--- src/rtl/cpu_ctrl_pkg.sv ---
// rtl/cpu_ctrl_pkg.sv - shared pipeline-control types and constants
package cpu_ctrl_pkg;

  localparam int REG_W = 5;
  localparam logic [REG_W-1:0] REG_ZERO = 5'd0;

  typedef enum logic [1:0] {
    RUN    = 2'd0,
    DRAIN  = 2'd1,
    HALTED = 2'd2
  } ctrlState_t;

  // r0 is hardwired to zero, so a write to it can never feed a consumer.
  function automatic logic srcMatch(
    input logic [REG_W-1:0] dest,
    input logic [REG_W-1:0] rs,
    input logic [REG_W-1:0] rt,
    input logic             usesRt
  );
    return (dest != REG_ZERO) && ((rs == dest) || (usesRt && (rt == dest)));
  endfunction

endpackage

--- src/rtl/hazard_detect.sv ---
// rtl/hazard_detect.sv - combinational hazard conditions folded into one stall bit
module hazard_detect
  import cpu_ctrl_pkg::*;
(
  input  logic [REG_W-1:0] IDRegRs,
  input  logic [REG_W-1:0] IDRegRt,
  input  logic             ID_UsesRt,
  input  logic             ID_Branch,
  input  logic             ID_JumpReg,
  input  logic             EX_MemRead,
  input  logic             EX_RegWrite,
  input  logic [REG_W-1:0] EXRegRd,
  input  logic             MEM_MemRead,
  input  logic [REG_W-1:0] MEMRegRd,
  output logic             stall
);

  logic exMatch;
  logic memMatch;
  logic idConsumes;
  logic loadUse;
  logic branchEx;
  logic branchMem;

  assign exMatch    = srcMatch(EXRegRd, IDRegRs, IDRegRt, ID_UsesRt);
  assign memMatch   = srcMatch(MEMRegRd, IDRegRs, IDRegRt, ID_UsesRt);

  // Branch compares and JR targets are consumed in ID, before EX forwarding can help.
  assign idConsumes = ID_Branch | ID_JumpReg;

  assign loadUse    = EX_MemRead & exMatch;
  assign branchEx   = idConsumes & EX_RegWrite & exMatch;
  assign branchMem  = idConsumes & MEM_MemRead & memMatch;

  assign stall      = loadUse | branchEx | branchMem;

endmodule

--- src/rtl/hazard_stall_unit.sv ---
// rtl/hazard_stall_unit.sv - stall/flush control, debug halt/drain FSM and stall counter
module hazard_stall_unit
  import cpu_ctrl_pkg::*;
#(
  parameter int CNT_W        = 32,
  parameter int DRAIN_CYCLES = 4
) (
  input  logic             clk,
  input  logic             reset,
  input  logic [REG_W-1:0] IDRegRs,
  input  logic [REG_W-1:0] IDRegRt,
  input  logic             ID_UsesRt,
  input  logic             ID_Branch,
  input  logic             ID_JumpReg,
  input  logic             ID_Jump,
  input  logic             BranchTaken,
  input  logic             EX_MemRead,
  input  logic             EX_RegWrite,
  input  logic [REG_W-1:0] EXRegRd,
  input  logic             MEM_MemRead,
  input  logic [REG_W-1:0] MEMRegRd,
  input  logic             HaltReq,
  output logic             PCWrite,
  output logic             IFIDWrite,
  output logic             IFIDFlush,
  output logic             IDEXBubble,
  output logic             HaltAck,
  output logic [CNT_W-1:0] StallCount
);

  localparam int DRAIN_W = $clog2(DRAIN_CYCLES + 1);
  localparam logic [DRAIN_W-1:0] DRAIN_LAST = DRAIN_W'(DRAIN_CYCLES - 1);

  ctrlState_t         state;
  ctrlState_t         nextState;
  logic               hazard;
  logic               stallActive;
  logic               ctrlInId;
  logic [DRAIN_W-1:0] drainCnt;
  logic               haltAckQ;
  logic [CNT_W-1:0]   stallCnt;

  hazard_detect uDetect (
    .IDRegRs    (IDRegRs),
    .IDRegRt    (IDRegRt),
    .ID_UsesRt  (ID_UsesRt),
    .ID_Branch  (ID_Branch),
    .ID_JumpReg (ID_JumpReg),
    .EX_MemRead (EX_MemRead),
    .EX_RegWrite(EX_RegWrite),
    .EXRegRd    (EXRegRd),
    .MEM_MemRead(MEM_MemRead),
    .MEMRegRd   (MEMRegRd),
    .stall      (hazard)
  );

  // A frozen pipeline has nothing moving, so hazards are neither stalled nor counted.
  assign stallActive = hazard && (state != HALTED);
  assign ctrlInId    = ID_Branch | ID_JumpReg | ID_Jump;

  always_comb begin
    nextState  = state;
    PCWrite    = 1'b1;
    IFIDWrite  = 1'b1;
    IFIDFlush  = 1'b0;
    IDEXBubble = 1'b0;

    unique case (state)
      RUN: begin
        if (stallActive) begin
          PCWrite    = 1'b0;
          IFIDWrite  = 1'b0;
          IDEXBubble = 1'b1;
        end else begin
          IFIDFlush = BranchTaken;
          if (HaltReq && !ctrlInId) begin
            nextState = DRAIN;
          end
        end
      end

      DRAIN: begin
        // PC is held and NOPs are fed into IF/ID while older instructions retire.
        PCWrite = 1'b0;
        if (stallActive) begin
          IFIDWrite  = 1'b0;
          IDEXBubble = 1'b1;
        end else begin
          IFIDFlush = 1'b1;
        end
        if (!HaltReq) begin
          nextState = RUN;
        end else if (!stallActive && (drainCnt == DRAIN_LAST)) begin
          nextState = HALTED;
        end
      end

      HALTED: begin
        PCWrite    = 1'b0;
        IFIDWrite  = 1'b0;
        IDEXBubble = 1'b1;
        if (!HaltReq) begin
          nextState = RUN;
        end
      end

      default: begin
        nextState = RUN;
      end
    endcase

    if (reset) begin
      PCWrite    = 1'b0;
      IFIDWrite  = 1'b0;
      IFIDFlush  = 1'b1;
      IDEXBubble = 1'b1;
    end
  end

  always_ff @(posedge clk or posedge reset) begin
    if (reset) begin
      state <= RUN;
    end else begin
      state <= nextState;
    end
  end

  // Only non-stalled cycles retire an instruction, so only those count toward the drain.
  always_ff @(posedge clk or posedge reset) begin
    if (reset) begin
      drainCnt <= '0;
    end else if (state != DRAIN) begin
      drainCnt <= '0;
    end else if (!stallActive) begin
      drainCnt <= drainCnt + 1'b1;
    end
  end

  always_ff @(posedge clk or posedge reset) begin
    if (reset) begin
      haltAckQ <= 1'b0;
    end else begin
      haltAckQ <= (nextState == HALTED);
    end
  end

  always_ff @(posedge clk or posedge reset) begin
    if (reset) begin
      stallCnt <= '0;
    end else if (stallActive) begin
      stallCnt <= stallCnt + 1'b1;
    end
  end

  assign HaltAck    = haltAckQ;
  assign StallCount = stallCnt;

endmodule

--- config.mk ---
export PLATFORM = sky130hd
export DESIGN_NAME = hazard_stall_unit
export DESIGN_NICKNAME = d
export VERILOG_FILES = /design/src/rtl/cpu_ctrl_pkg.sv /design/src/rtl/hazard_detect.sv /design/src/rtl/hazard_stall_unit.sv
export SDC_FILE = /design/constraint.sdc
export NUM_CORES = 1
export LEC_CHECK = 0
export ABC_CLOCK_PERIOD_IN_PS = 4100
export BUFFER_PORTS_ARGS = -buffer_cell sky130_fd_sc_hd__buf_2
export CAP_MARGIN = 40
export CORE_AREA = 8 8 97 99
export DETAILED_ROUTE_END_ITERATION = 8
export DIE_AREA = 0 0 105 107
export GPL_ROUTABILITY_DRIVEN = 0
export SLEW_MARGIN = 20
export SYNTH_ARGS = -nofsm -noshare
export SYNTH_HDL_FRONTEND = slang
export SYNTH_HIERARCHICAL = 1
export SYNTH_SLANG_ARGS = --single-unit
--- constraint.sdc ---
create_clock -name clk -period 4.1 [get_ports clk]
set_input_delay 0 -clock clk [delete_from_list [all_inputs] [get_ports clk]]
set_output_delay 0 -clock clk [all_outputs]
set_load 0.02 [all_outputs]
# [Word-level counts from Yosys, hierarchy flattened]
# Cells that the tools add are included.
# W data, S select, Z words.
[totals] reg_bits=38 in_bits=31 output_inout_bits=37 elab_cells=61
[op_classes] add_sub_neg=2 n_eq_ne=11 n_mux=19 bitwise_logic=9 reduce_logical=16
[ops] op="$add A32 B1 Y32 const B" count=1
[ops] op="$eq A5 B5 Y1" count=4
[ops] op="$mux W2" count=5
[ops] op="$reduce_bool A5 Y1" count=2
[ops] op="$pmux W1 S2" count=4
[ops] op="$logic_and A1 B1 Y1" count=7
[ops] op="$mux W1" count=7
[ops] op="$mux W3" count=2
[ops] op="$pmux W2 S3" count=1
[ops] op="$and A1 B1 Y1" count=5
[ops] op="$eq A2 B2 Y1 const B" count=2
[ops] op="$ne A2 B1 Y1 const B" count=2
[ops] op="$or A1 B1 Y1" count=4
[ops] op="$reduce_or A2 Y1" count=2
[ops] op="$add A3 B1 Y3 const B" count=1
[ops] op="$eq A3 B2 Y1 const B" count=1
[ops] op="$eq A2 B1 Y1 const B" count=1
[ops] op="$logic_not A1 Y1" count=2
[ops] op="$logic_not A2 Y1" count=1
[ops] op="$logic_or A1 B1 Y1" count=2
[ops] op="$ne A2 B2 Y1 const B" count=1

# [Depth between registers and ports, before layout]
# Gate-level depths: netlist of run 1.
[logic_depth] word_depth=14 ltp_mapped=9 ltp_nobuf=8

# [Hierarchy]
# Netlist of run 1, hierarchy kept.
[by_module_without_submodules] mod="hazard_stall_unit" n_inst=1 cells_per_inst=184 area_per_inst_um2=1924.3 seq_area_each_um2=950.9
[by_module_without_submodules] mod="hazard_detect" n_inst=1 cells_per_inst=35 area_per_inst_um2=276.5 seq_area_each_um2=0.0

# [Worst setup path before layout of run 1]
# No wires, ideal clock.
[synth_path] kind="input to register" startpoint="in IDRegRt[3]" endpoint="reg stallCnt[27], in the netlist StallCount[27]" setup_ns=0.080 t_arrival_ns=1.818 required_ns=4.020 setup_slack_ns=2.202 cell_stages=9 n_path_buf=1 cell_sequence="xor2_1 > nor4_1 > a32oi_1 > o22ai_1 > and4b_1 > buf_2 > nand4_2 > nor4_1 > xor2_1"
[synth_via] elab_chain_cells=8 word_cells_on_any_way=14 cone_classes="2 x eq/ne; 5 x bitwise; 7 x reduce/logical"
[synth_lines] item="from (decl)" line="hazard_stall_unit.sv:11" text="input logic [REG_W-1:0] IDRegRt,"
[synth_lines] item="$eq A5 B5 Y1" line="cpu_ctrl_pkg.sv:20" text="return (dest != REG_ZERO) && ((rs == dest) || (usesRt && (rt == dest)));"
[synth_lines] item="$logic_and A1 B1 Y1" line="cpu_ctrl_pkg.sv:20"
[synth_lines] item="$logic_or A1 B1 Y1" line="cpu_ctrl_pkg.sv:20"
[synth_lines] item="$logic_and A1 B1 Y1" line="cpu_ctrl_pkg.sv:20"
[synth_lines] item="$and A1 B1 Y1 (on tied branches)" line="hazard_detect.sv:31, hazard_detect.sv:32"
[synth_lines] item="$or A1 B1 Y1" line="hazard_detect.sv:35" text="assign stall = loadUse | branchEx | branchMem;"
[synth_lines] item="$or A1 B1 Y1 (*)" line="hazard_detect.sv:35"
[synth_lines] item="via hazard" line="hazard_stall_unit.sv:36" text="logic hazard;"
[synth_lines] item="$logic_and A1 B1 Y1 (*)" line="hazard_stall_unit.sv:58" text="assign stallActive = hazard && (state != HALTED);"
[synth_lines] item="to (signal assigned)" line="hazard_stall_unit.sv:151" text="stallCnt <= stallCnt + 1'b1;"
[synth_lines] item="to (decl)" line="hazard_stall_unit.sv:41" text="logic [CNT_W-1:0] stallCnt;"
# Mark *: on every way through the listed nets, which the timed path passes. The rest lies on a longest branch.
# A chain may end at the register's enable or synchronous reset.

# [Worst setup path after layout of run 1]
[layout_path] startpoint="reg state[0]" endpoint="reg stallCnt[27], in the netlist StallCount[27]"
[layout_via] elab_chain_cells=2
[layout_lines] item="from (decl)" line="hazard_stall_unit.sv:34" text="ctrlState_t state;"
[layout_lines] item="from (signal assigned)" line="hazard_stall_unit.sv:124" text="state <= nextState;"
[layout_lines] item="$ne A2 B2 Y1" line="hazard_stall_unit.sv:58"
[layout_lines] item="$logic_and A1 B1 Y1" line="hazard_stall_unit.sv:58"
# Every way passes these cells.

==> key figures, run 1 <==
Detailed routing
  – Pre-antenna DRT Iters: 4
  – Avg WL per Cell: 14.0 um
  – Vias post-DR: 1843
  – Vias per inst: 4.63
  – Final wirelength: 5570 um
  – DRC Markers: 0
  – 1st-iter DRT viols: 99
  – DRT antenna net count: 0

Synth
  – Synthesized cell area: 2200 um2
  – Mapped Nets: 257
  – Yosys reg bits: 38
  – Warnings from Yosys: 6
  – Instance count of the mapped netlist: 219
  – Synth Area per Inst: 10.0 um2
  – Post-synth cell types: 35
  – Seq/Total Area, Yosys: 43.2%

Worst setup path
  – Reg-to-Reg End: StallCount[27]$_DFFE_PP0N_
  – Slowest stage delay, CP: 0.44 ns
  – Kind of critical path: reg -> reg
  – WP data required: 4.31 ns
  – Worst r2r src: state[0]$_DFF_PP0_
  – Reg2reg setup slack: 1.95 ns
  – Critical Path Sink Type: flop
  – Reg2Reg Depth: 6
  – Critical path arrival: 2.37 ns
  – Max FO, Critical Path: 8
  – CP cell instances: inv_1 > ha_1 > and4b_1 > nand4_2 > nor4_1 > xor2_1
  – Slowest cell on crit path: and4b_1
  – Startpoint Class: flop

Timing
  – Achievable clock frequency: 0.465 GHz
  – Max-slew violation count: 0
  – Setup ws final: 1.95 ns
  – Period Utilization, post-route: 52.5%
  – Worst slew margin: 51.7%
  – Finish-stage setup viols: 0
  – Crit path time final: 2.15 ns
  – Hold Violations, Final: 0
  – Setup_tns: 0 ns
  – Unrepaired setup endpoints after global routing: no
  – Max Clock Skew: 0.00836 ns
  – Worst slew pin tran: 0.723 ns

Floorplanning
  – Ports: 68
  – Core area: 7930 um2
  – Die height: 107 um
  – Row count: 33
  – Starting density of the core: 27.8%
  – Die area: 11200 um2
  – Die width: 105 um

Global route
  – First-pass GRT wire length: 9420 um
  – Vias in the first global route: 1937
  – Total congestion overflow: 0
  – Tot GR Track Use: 10.1%
  – Largest net degree at the start of global routing: 23
  – Initial antenna violation count: 0

Finish
  – Commonest non-fill, non-tap cells in the layout: buf_2, dfrtp_1, xnor2_1, xor2_1, nand2_1
  – Area grow syn2layout: 25.5%
  – Diodes inserted: 0
  – Final #Nets: 330
  – Layout fillers: 839
  – Share of layout cells above drive strength 1: 28.0%
  – Commonest non-fill, non-tap cell in the layout: buf_2

Place
  – Post-detailed-placement half-perimeter wirelength: 4460 um
  – Pre-CTS setup slack: 1.73 ns
  – # port buffers: 67

Clock tree
  – Root buffer cell: clkbuf_8
  – Clk slew on worst S/H paths: 0.08 ns
  – Post-CTS sizing: 0
  – Num CTS Buffers: 5
  – Clock Sinks: 38
  – H-tree levels: 2
  – Clk buf depth: 2
  – Clk_lat worst skew: 0.29 ns
  – CTS tree: built

Worst hold path
  – Hold Path Cell Cnt: 3
  – Min-delay src: HaltReq
  – WHS Endpoint: state[0]$_DFF_PP0_
  – HP Class: in -> reg

Pwr
  – Sw Share: 32.2%
  – Combinational share of power: 23.8%
  – Sw power: 298 uW
  – VDD IR max: 0.134 mV
  – Reg power frac: 47.6%
  – Clock share of power: 28.6%
  – Pint: 627 uW
  – Leak Pwr: 0.00143 uW
  – PD cells: 335 nW/um2

Run status
  – Outcome: complete, no violations

Flow run
  – Max-Cap Viols: 0
## flip-flops by register name, summed over array words and instances, names as in the netlist
register	count
StallCount	32
drainCnt	3
state	2
HaltAck	1
## metal layers
metal  track usage (%)  vias to the layer above  wire (um)
met2              16.6                       42       2680
met5                 0                        -          0
met3              2.94                       13        285
li1                  -                      911          -
met1              12.1                      877       2470
met4              4.69                        0        135
## worst max-delay path by stage
stage	slack [ns]	from	cells past startpoint	to
final	1.95	state[0]$_DFF_PP0_	6	StallCount[27]$_DFFE_PP0N_
after global routing	1.73	state[0]$_DFF_PP0_	6	StallCount[27]$_DFFE_PP0N_
after CTS	1.94	state[0]$_DFF_PP0_	6	StallCount[31]$_DFFE_PP0N_
after detailed placement	1.73	IDRegRt[3]	9	StallCount[27]$_DFFE_PP0N_
after global placement	1.77	IDRegRt[3]	9	StallCount[27]$_DFFE_PP0N_
after floorplan	2.20	IDRegRt[3]	9	StallCount[27]$_DFFE_PP0N_
## synthesized netlist by cell type
library cell | number | share of area [%]
dfrtp_1 | 38 | 43
xnor2_1 | 26 | 10
xor2_1 | 26 | 10
nand2_1 | 19 | 3.2
inv_1 | 12 | 2.0
nor3_1 | 11 | 2.5
nand4_1 | 10 | 2.8
nand3_1 | 9 | 2.0
nor2_1 | 8 | 1.4
ha_1 | 7 | 4.0
a21oi_1 | 5 | 1.1
and3_1 | 5 | 1.4
nor4_1 | 5 | 1.4
and4_1 | 4 | 1.6
o21ai_0 | 4 | 0.91
and2_1 | 3 | 0.85
or4_1 | 3 | 1.0
buf_2 | 2 | 0.45
nand2b_1 | 2 | 0.57
nand4_2 | 2 | 1.1
nor3_2 | 2 | 0.91
o211a_1 | 2 | 0.91
o22ai_1 | 2 | 0.57
a21boi_0 | 1 | 0.34
a21o_1 | 1 | 0.34
a32oi_1 | 1 | 0.40
and4_2 | 1 | 0.45
and4b_1 | 1 | 0.45
clkbuf_1 | 1 | 0.17
nor2b_1 | 1 | 0.28
nor3b_1 | 1 | 0.34
nor4_4 | 1 | 0.97
o21a_1 | 1 | 0.34
o221ai_2 | 1 | 0.68
o22a_1 | 1 | 0.40
## cell type report
type | count | area (um2) | share of cell area, %
well taps | 105 | 131 | 4.76
clock inverters | 1 | 5.00 | 0.181
clock buffers | 7 | 86.3 | 3.12
multi-input cells | 166 | 1190 | 43.1
flip-flops and latches | 38 | 951 | 34.4
inverters | 12 | 45.0 | 1.63
repair buffers | 69 | 353 | 12.8
## power groups by stage
stage	Combinational [uW]	Sequential, uW	Clock (uW)
final	220	440	265
after global routing	247	447	290
after CTS	223	441	274
after detailed placement	222	447	0
after global placement	219	446	0
after floorplan	129	456	0
## logic make-up (layout without fill, tap and decap cells)
kind of cell             after synthesis  after routing  share of synthesized area, %
flip-flops                            38             38                          43.2
AO/OA/AOI/OAI                         19             19                          6.03
AND/OR/NAND/NOR                       88             88                          23.4
XOR/XNOR                              52             52                          20.7
adder cells (fa/ha/maj)                7              7                          3.98
buffers and inverters                 15             89                          2.67
## stage by stage
| step | cell area, um2 | util [%] | instances | hold WS (ns) | power [uW] |
|---|---|---|---|---|---|
| floorplan | 2200 | - | 219 | 0.0798 | 585 |
| global placement | 2660 | 33.6 | 389 | 0.166 | 665 |
| detailed placement | 2660 | 33.6 | 389 | 0.162 | 669 |
| CTS | 2760 | 34.8 | 398 | 0.0890 | 937 |
| global route | 2760 | 34.8 | 398 | 0.127 | 985 |
| finish | 2760 | 34.8 | 398 | 0.105 | 925 |
## critical path: cells and delay by family (launching register included)
family | cells | cell delay [ns]
fa+ha+maj | 1 | 0.25
xor+xnor | 1 | 0.19
flops | 1 | 0.43
buf+inv | 1 | 0.09
simple gates | 3 | 1.12
## what timing repair did
action | in CTS | in global routing
hold endpoints to repair | 17 | 0
setup buffers | 0 | 0
hold buffers | 1 | 0
No activity file was read; power rests on OpenSTA's default activity.
==> inputs of run 2 (changes only) <==
Settings changed: ABC_AREA from default to 1, ABC_CLOCK_PERIOD_IN_PS 4100 to 2100, CORE_AREA 8 8 97 99 to 8 8 104 106, DIE_AREA 0 0 105 107 to 0 0 112 114.
Clock period 4.1 ns to 2.1 ns, I/O delays scaled along.
==> key figures, run 2 <==
Clock tree
  – Post-CTS sizing: 0 (unchanged)
  – Clk_lat worst skew: 0.30 ns (about the same)
  – CTS tree: built
  – Root buffer cell: clkbuf_8
  – Clk slew on worst S/H paths: 0.08 ns (about the same)
  – Clk buf depth: 2 (unchanged)
  – Clock Sinks: 38 (unchanged)
  – H-tree levels: 2 (unchanged)
  – Num CTS Buffers: 5 (unchanged)
  – Post-CTS Setup Inserts: 0 (unchanged)

Worst setup path
  – Kind of critical path: reg -> reg
  – Critical path arrival: 2.02 ns (-0.35 ns)
  – Critical Path Sink Type: flop
  – Max FO, Critical Path: 12 (+4)
  – Startpoint Class: flop
  – WP data required: 2.29 ns (-2.02 ns)

Timing
  – Finish-stage setup viols: 0 (unchanged)
  – Worst slew margin: 69.6% (+18 points)
  – Achievable clock frequency: 0.546 GHz (+17%)
  – Max Clock Skew: 0.0102 ns (+0.00180 ns)
  – Worst slew pin tran: 0.456 ns (-0.267 ns)
  – Hold Violations, Final: 0 (unchanged)
  – Min Hold Slack: 0.0973 ns (-0.00718 ns)
  – Setup_tns: 0 ns (unchanged)
  – Max-slew violation count: 0 (unchanged)
  – Crit path time final: 1.83 ns (-0.320 ns)
  – Setup ws final: 0.267 ns (-1.68 ns)
  – Unrepaired setup endpoints after global routing: no
  – Period Utilization, post-route: 87.3% (+35 points)

Synth
  – Post-synth top area share: 36.6% (-6.6 points)
  – Post-synth top cells: nand2_1, inv_1, nor2_1
  – Warnings from Yosys: 6 (unchanged)
  – Mapped Nets: 414 (+61%)
  – Post-synth EDFFs: 0 (unchanged)
  – Instance count of the mapped netlist: 376 (+72%)
  – Most numerous cell in the Yosys netlist: nand2_1
  – Top post-synthesis cells by area: dfrtp_1, nand2_1, inv_1
  – Post-synth cell types: 25 (-29%)
  – FFs w/ async S/R, synth: 100% (unchanged)
  – Synth Area per Inst: 6.91 um2 (-31%)
  – Synth Flop Type: dfrtp_1
  – Seq/Total Area, Yosys: 36.6% (-6.6 points)
  – Yosys top cell by area: dfrtp_1
  – Synthesized cell area: 2600 um2 (+18%)
  – Yosys reg bits: 38 (unchanged)

Floorplanning
  – Core area: 9110 um2 (+15%)
  – Die height: 114 um (+6.5%)
  – Die area: 12800 um2 (+14%)
  – Ports: 68 (unchanged)
  – Starting density of the core: 28.5% (+0.78 points)
  – Die width: 112 um (+6.7%)
  – Row count: 35 (+6.1%)

Pwr
  – Sw Share: 35.3% (+3.1 points)
  – Leak Pwr: 0.00179 uW (+25%)
  – Sw power: 677 uW (+130%)
  – Reg power frac: 45.1% (-2.5 points)
  – Clock share of power: 28.2% (-0.4 points)
  – VDD IR max: 0.221 mV (+64%)
  – Combinational share of power: 26.6% (+2.8 points)
  – PD cells: 603 nW/um2 (+80%)
  – Pint: 1240 uW (+98%)

Detailed routing
  – 1st-iter DRT viols: 179 (+81%)
  – DRT antenna net count: 0 (unchanged)
  – DRC Markers: 0 (unchanged)
  – Pre-antenna DRT Iters: 4 (unchanged)
  – Vias per inst: 4.32 (-6.7%)
  – Avg WL per Cell: 11.7 um (-16%)
  – Vias post-DR: 2433 (+32%)
  – Final wirelength: 6590 um (+18%)

Finish
  – Layout fillers: 985 (+17%)
  – Commonest non-fill, non-tap cells in the layout: nand2_1, buf_2, inv_1, nor2_1, dfrtp_1
  – Max reg flops: 32 (unchanged)
  – Finished Core Util: 34.9% (+0.083 points)
  – Final #Nets: 489 (+48%)
  – Share of layout cells above drive strength 1: 22.8% (-5.2 points)
  – Commonest non-fill, non-tap cell in the layout: nand2_1
  – Register area: 951 um2 (unchanged)
  – Diodes inserted: 0 (unchanged)
  – Area grow syn2layout: 22.4%
  – Multi-input logic area: 1420 um2 (+19%)

Global route
  – Largest net degree at the start of global routing: 36 (+57%)
  – Tot GR Track Use: 10.5% (+0.36 points)
  – Total congestion overflow: 0 (unchanged)
  – Initial antenna violation count: 0 (unchanged)
  – Vias in the first global route: 2366 (+22%)
  – First-pass GRT wire length: 11100 um (+17%)

Place
  – # port buffers: 67 (unchanged)
  – Post-detailed-placement half-perimeter wirelength: 5440 um (+22%)
  – Pre-CTS setup slack: 0.274 ns (-1.45 ns)

Run status
  – Outcome: complete, no violations

Flow run
  – Max-Cap Viols: 0 (unchanged)

Worst hold path
  – HP Class: in -> reg
==> run 2: changes by cell type after synthesis, sizes merged, moves of 3 or more <==
| cell | change |
|---|---|
| and3 | -5 |
| and4 | -5 |
| inv | +47 |
| nand2 | +117 |
| nand3 | +13 |
| nor2 | +51 |
| nor3 | -10 |
| nor4 | -6 |
| or4 | -3 |
| xnor2 | -14 |
| xor2 | -13 |
==> run 2: routing by layer <==
layer	GRT usage [%]	vias up	wire (um)
met5	0	-	0
met4	3.15	0	63
met3	2.32	7	321
met2	18.0	42	3180
met1	12.9	1097	3030
li1	-	1287	-
==> run 2: path summary, 6_finish.rpt <==
kind	from	endpoint	slack, ns	cells past startpoint
max	state[0]$_DFF_PP0_	StallCount[27]$_DFFE_PP0N_	0.27	11
min	HaltReq	state[0]$_DFF_PP0_	0.1	4
max reg2reg	state[0]$_DFF_PP0_	StallCount[27]$_DFFE_PP0N_	0.27	11
min reg2reg	drainCnt[2]$_DFFE_PP0P_	drainCnt[2]$_DFFE_PP0P_	0.49	2
max in group asynchronous	reset	StallCount[13]$_DFFE_PP0N_	1.25	4
min in group asynchronous	reset	state[0]$_DFF_PP0_	0.16	3
==> run 2: power groups by stage <==
stage                     Clock, uW  Sequential, uW  Combinational [uW]
final                           542             866                 511
after global routing            584             877                 588
after CTS                       560             866                 521
after detailed placement          0             880                 518
after global placement            0             878                 512
after floorplan                   0             923                 294
==> run 2: worst max-delay path, cell delays in order (launching register included) <==
cell and delay [ns]:
dfrtp_1 0.43, inv_1 0.12, ha_1 0.19, inv_2 0.05, nand2_2 0.18, clkinv_2 0.21
nand3_4 0.20, inv_1 0.11, nand3_1 0.10, nand2_1 0.05, nand2_1 0.05, inv_1 0.03
==> run 2: cell families (layout without fill, tap and decap cells) <==
logic type,count (synthesis),in the layout,share of synthesized area (%)
xor+xnor,25,25,8.42
compound gates,10,10,2.02
fa+ha+maj,7,7,3.37
buf+inv,61,137,8.90
simple gates,235,235,40.7
flops,38,38,36.6
==> run 2: repair_timing <==
action / 4_1_cts / 5_1_grt
endpoints found under the hold margin: 31 / 0
hold buffers: 1 / 0
setup endpoints to repair: 0 / 0
==> run 2: layout make-up <==
class | instances | share of cell area (%)
clock buffers | 6 | 2.60
clock inverters | 2 | 0.393
inverters | 60 | 7.12
multi-input cells | 277 | 44.6
flip-flops and latches | 38 | 29.9
well taps | 111 | 4.36
repair buffers | 69 | 11.1
==> run 2: through the flow <==
stage,instance area [um2],std cells,power [uW]
2_1_floorplan,2600,376,1220
3_3_place_gp,3080,554,1390
3_5_place_dp,3080,554,1400
4_1_cts,3180,563,1950
5_1_grt,3180,563,2050
6_report,3180,563,1920
==> inputs of run 3 (changes only) <==
Settings changed: CORE_AREA 8 8 104 106 to 8 8 107 109, DIE_AREA 0 0 112 114 to 0 0 115 117, SYNTH_HIERARCHICAL 1 to default.
==> key figures, run 3 <==
Run status
  – Outcome: complete, no violations

Timing
  – Finish-stage setup viols: 0 (unchanged)
  – Max-slew violation count: 0 (unchanged)
  – Hold Violations, Final: 0 (unchanged)
  – Period Utilization, post-route: 87.8% (+0.48 points)
  – Crit path time final: 1.84 ns (+0.0101 ns)
  – Achievable clock frequency: 0.543 GHz (-0.55%)
  – Max Clock Skew: 0.00452 ns (-0.00564 ns)
  – Worst slew pin tran: 0.496 ns (+0.0401 ns)
  – Setup_tns: 0 ns (unchanged)
  – Unrepaired setup endpoints after global routing: no
  – Worst slew margin: 66.7% (-2.9 points)
  – Min Hold Slack: 0.0872 ns (-0.0101 ns)

Finish
  – Area grow syn2layout: 22.1%
  – Diodes inserted: 0 (unchanged)
  – Commonest non-fill, non-tap cells in the layout: nand2_1, buf_2, inv_1, dfrtp_1, nor2_1
  – Max reg flops: 32 (unchanged)
  – Layout fillers: 1119 (+14%)
  – Commonest non-fill, non-tap cell in the layout: nand2_1
  – Final #Nets: 508 (+3.9%)
  – Share of layout cells above drive strength 1: 22.9% (+0.14 points)

Clock tree
  – Num CTS Buffers: 5 (unchanged)
  – H-tree levels: 2 (unchanged)
  – Clk buf depth: 2 (unchanged)
  – Root buffer cell: clkbuf_8
  – Clk slew on worst S/H paths: 0.08 ns (about the same)
  – Clock Sinks: 38 (unchanged)
  – CTS tree: built
  – Clk_lat worst skew: 0.29 ns (about the same)

Synth
  – Synthesized cell area: 2760 um2 (+6.2%)
  – Most numerous cell in the Yosys netlist: nand2_1
  – Post-synth EDFFs: 0 (unchanged)
  – Yosys top cell by area: dfrtp_1
  – Instance count of the mapped netlist: 396 (+5.3%)
  – Post-synth top cells: nand2_1, inv_1, dfrtp_1
  – FFs w/ async S/R, synth: 100% (unchanged)
  – Yosys reg bits: 38 (unchanged)
  – Warnings from Yosys: 0 (-6)
  – Seq/Total Area, Yosys: 34.5% (-2.1 points)
  – Post-synth cell types: 30 (+20%)
  – Synth Area per Inst: 6.97 um2 (+0.80%)
  – Synth Flop Type: dfrtp_1
  – Post-synth top area share: 34.5% (-2.1 points)
  – Top post-synthesis cells by area: dfrtp_1, nand2_1, inv_1
  – Mapped Nets: 434 (+4.8%)

Floorplanning
  – Row count: 37 (+5.7%)
  – Ports: 68 (unchanged)
  – Starting density of the core: 27.9% (-0.68 points)
  – Die area: 13500 um2 (+5.4%)
  – Core area: 9910 um2 (+8.8%)
  – Die width: 115 um (+2.7%)
  – Die height: 117 um (+2.6%)

Detailed routing
  – DRC Markers: 0 (unchanged)
  – Final wirelength: 7530 um (+14%)
  – Vias per inst: 4.40 (+1.8%)
  – DRT antenna net count: 0 (unchanged)
  – Vias post-DR: 2671 (+9.8%)
  – Avg WL per Cell: 12.4 um (+6.0%)
  – 1st-iter DRT viols: 133 (-26%)
  – Pre-antenna DRT Iters: 5 (+1)

Worst setup path
  – WP data required: 2.10 ns (-0.19 ns)
  – Max FO, Critical Path: 23 (+11)
  – Crit path top cell by count: inv_1
  – Startpoint Class: flop
  – Critical path arrival: 1.84 ns (-0.18 ns)
  – CP cell instances: inv_1 > ha_1 > inv_1 > nand2_4 > inv_4 > o21ai_0 > buf_2
  – Critical Path Sink Type: primary output
  – Reg2Reg Depth: 11 (unchanged)
  – Slowest cell on crit path: dfrtp_1
  – Kind of critical path: reg -> out
  – Slowest stage delay, CP: 0.42 ns (about the same)

Worst hold path
  – Hold Path Cell Cnt: 5 (+1)
  – HP Class: in -> reg

Global route
  – Tot GR Track Use: 11.4% (+0.90 points)
  – First-pass GRT wire length: 12400 um (+12%)
  – Initial antenna violation count: 0 (unchanged)
  – Vias in the first global route: 2642 (+12%)
  – Largest net degree at the start of global routing: 24 (-33%)
  – Total congestion overflow: 0 (unchanged)

Flow run
  – Max-Cap Viols: 0 (unchanged)

Place
  – Post-detailed-placement half-perimeter wirelength: 6150 um (+13%)
  – # port buffers: 67 (unchanged)

Pwr
  – Leak Pwr: 0.00189 uW (+5.7%)
  – VDD IR max: 0.624 mV (+180%)
  – PD cells: 676 nW/um2 (+12%)
==> run 3: cell types whose count changed after synthesis, sizes merged, moves of 2 or more <==
cell   delta
a21oi     +4
buf       +4
inv       +2
nand2     +8
nand3     -6
nor2     -23
nor3     +17
nor4      +6
o21ai     +2
xor2      +8
==> run 3: area by class of cell <==
class                   instances  area (um2)  area share, %
clock buffers                   6        82.6           2.45
clock inverters                 2        12.5          0.371
well taps                     136         170           5.05
inverters                      62         236           7.02
repair buffers                 72         375           11.1
flip-flops and latches         38         951           28.2
multi-input cells             291        1540           45.7
==> run 3: where the power goes <==
| part | internal [uW] | leakage (uW) | switching, uW | total, uW |
|---|---|---|---|---|
| combinational | 264 | 0.00136 | 515 | 779 |
| clock | 264 | 0.0000472 | 275 | 539 |
| sequential | 830 | 0.000486 | 130 | 959 |
| total | 1360 | 0.00189 | 920 | 2280 |
==> run 3: what timing repair did <==
action / CTS / global route
endpoints found under the hold margin: 38 / 0
hold buffers: 1 / 0
gates resized for setup: 0 / 2
setup endpoints to repair: 0 / 1
setup buffers: 0 / 0
==> run 3: per-stage QoR <==
step / total power, uW / utilization [%] / instance area [um2] / setup slack, ns / cells
5_1_grt: 2430 / 34.0 / 3370 / 0.108 / 607
3_3_place_gp: 1740 / 32.9 / 3260 / 0.342 / 598
6_report: 2280 / 34.0 / 3370 / 0.257 / 607
3_5_place_dp: 1760 / 32.9 / 3260 / 0.340 / 598
4_1_cts: 2300 / 34.0 / 3370 / 0.102 / 607
2_1_floorplan: 1500 / - / 2760 / 0.394 / 396
==> run 3: critical path: cells and delay by family (launching register included) <==
kind | cells | cell delay, ns
and+or+nand+nor | 1 | 0.12
DFF | 1 | 0.42
buffers and inverters | 4 | 0.66
adders and majority gates | 1 | 0.20
AOI/OAI and AO/OA | 1 | 0.15
==> run 3: logic make-up (layout without fill, tap and decap cells) <==
| kind of cell | Yosys count | in the layout | share of synthesized area (%) |
|---|---|---|---|
| buf+inv | 67 | 142 | 9.70 |
| flops | 38 | 38 | 34.5 |
| compound gates | 16 | 16 | 3.04 |
| xor+xnor | 32 | 32 | 10.2 |
| fa+ha+maj | 7 | 7 | 3.17 |
| simple gates | 236 | 236 | 39.5 |
==> run 3: metal layers <==
metal	track usage, %	up-vias	wire [um]
met3	2.26	8	371
met4	2.45	0	68
met1	14.6	1235	3560
met5	0	-	0
met2	19.4	51	3520
li1	-	1377	-
==> run 3: worst paths after layout <==
kind	start	endpoint	slack (ns)
worst max-delay path	state[0]$_DFF_PP0_	IFIDFlush	0.26
worst min-delay path	HaltReq	state[0]$_DFF_PP0_	0.09
worst max register to register	StallCount[7]$_DFFE_PP0P_	StallCount[22]$_DFFE_PP0P_	0.31
worst min register to register	drainCnt[2]$_DFFE_PP0P_	drainCnt[2]$_DFFE_PP0P_	0.48
max in group asynchronous	reset	StallCount[30]$_DFFE_PP0P_	1.55
min in group asynchronous	reset	StallCount[10]$_DFFE_PP0P_	0.32
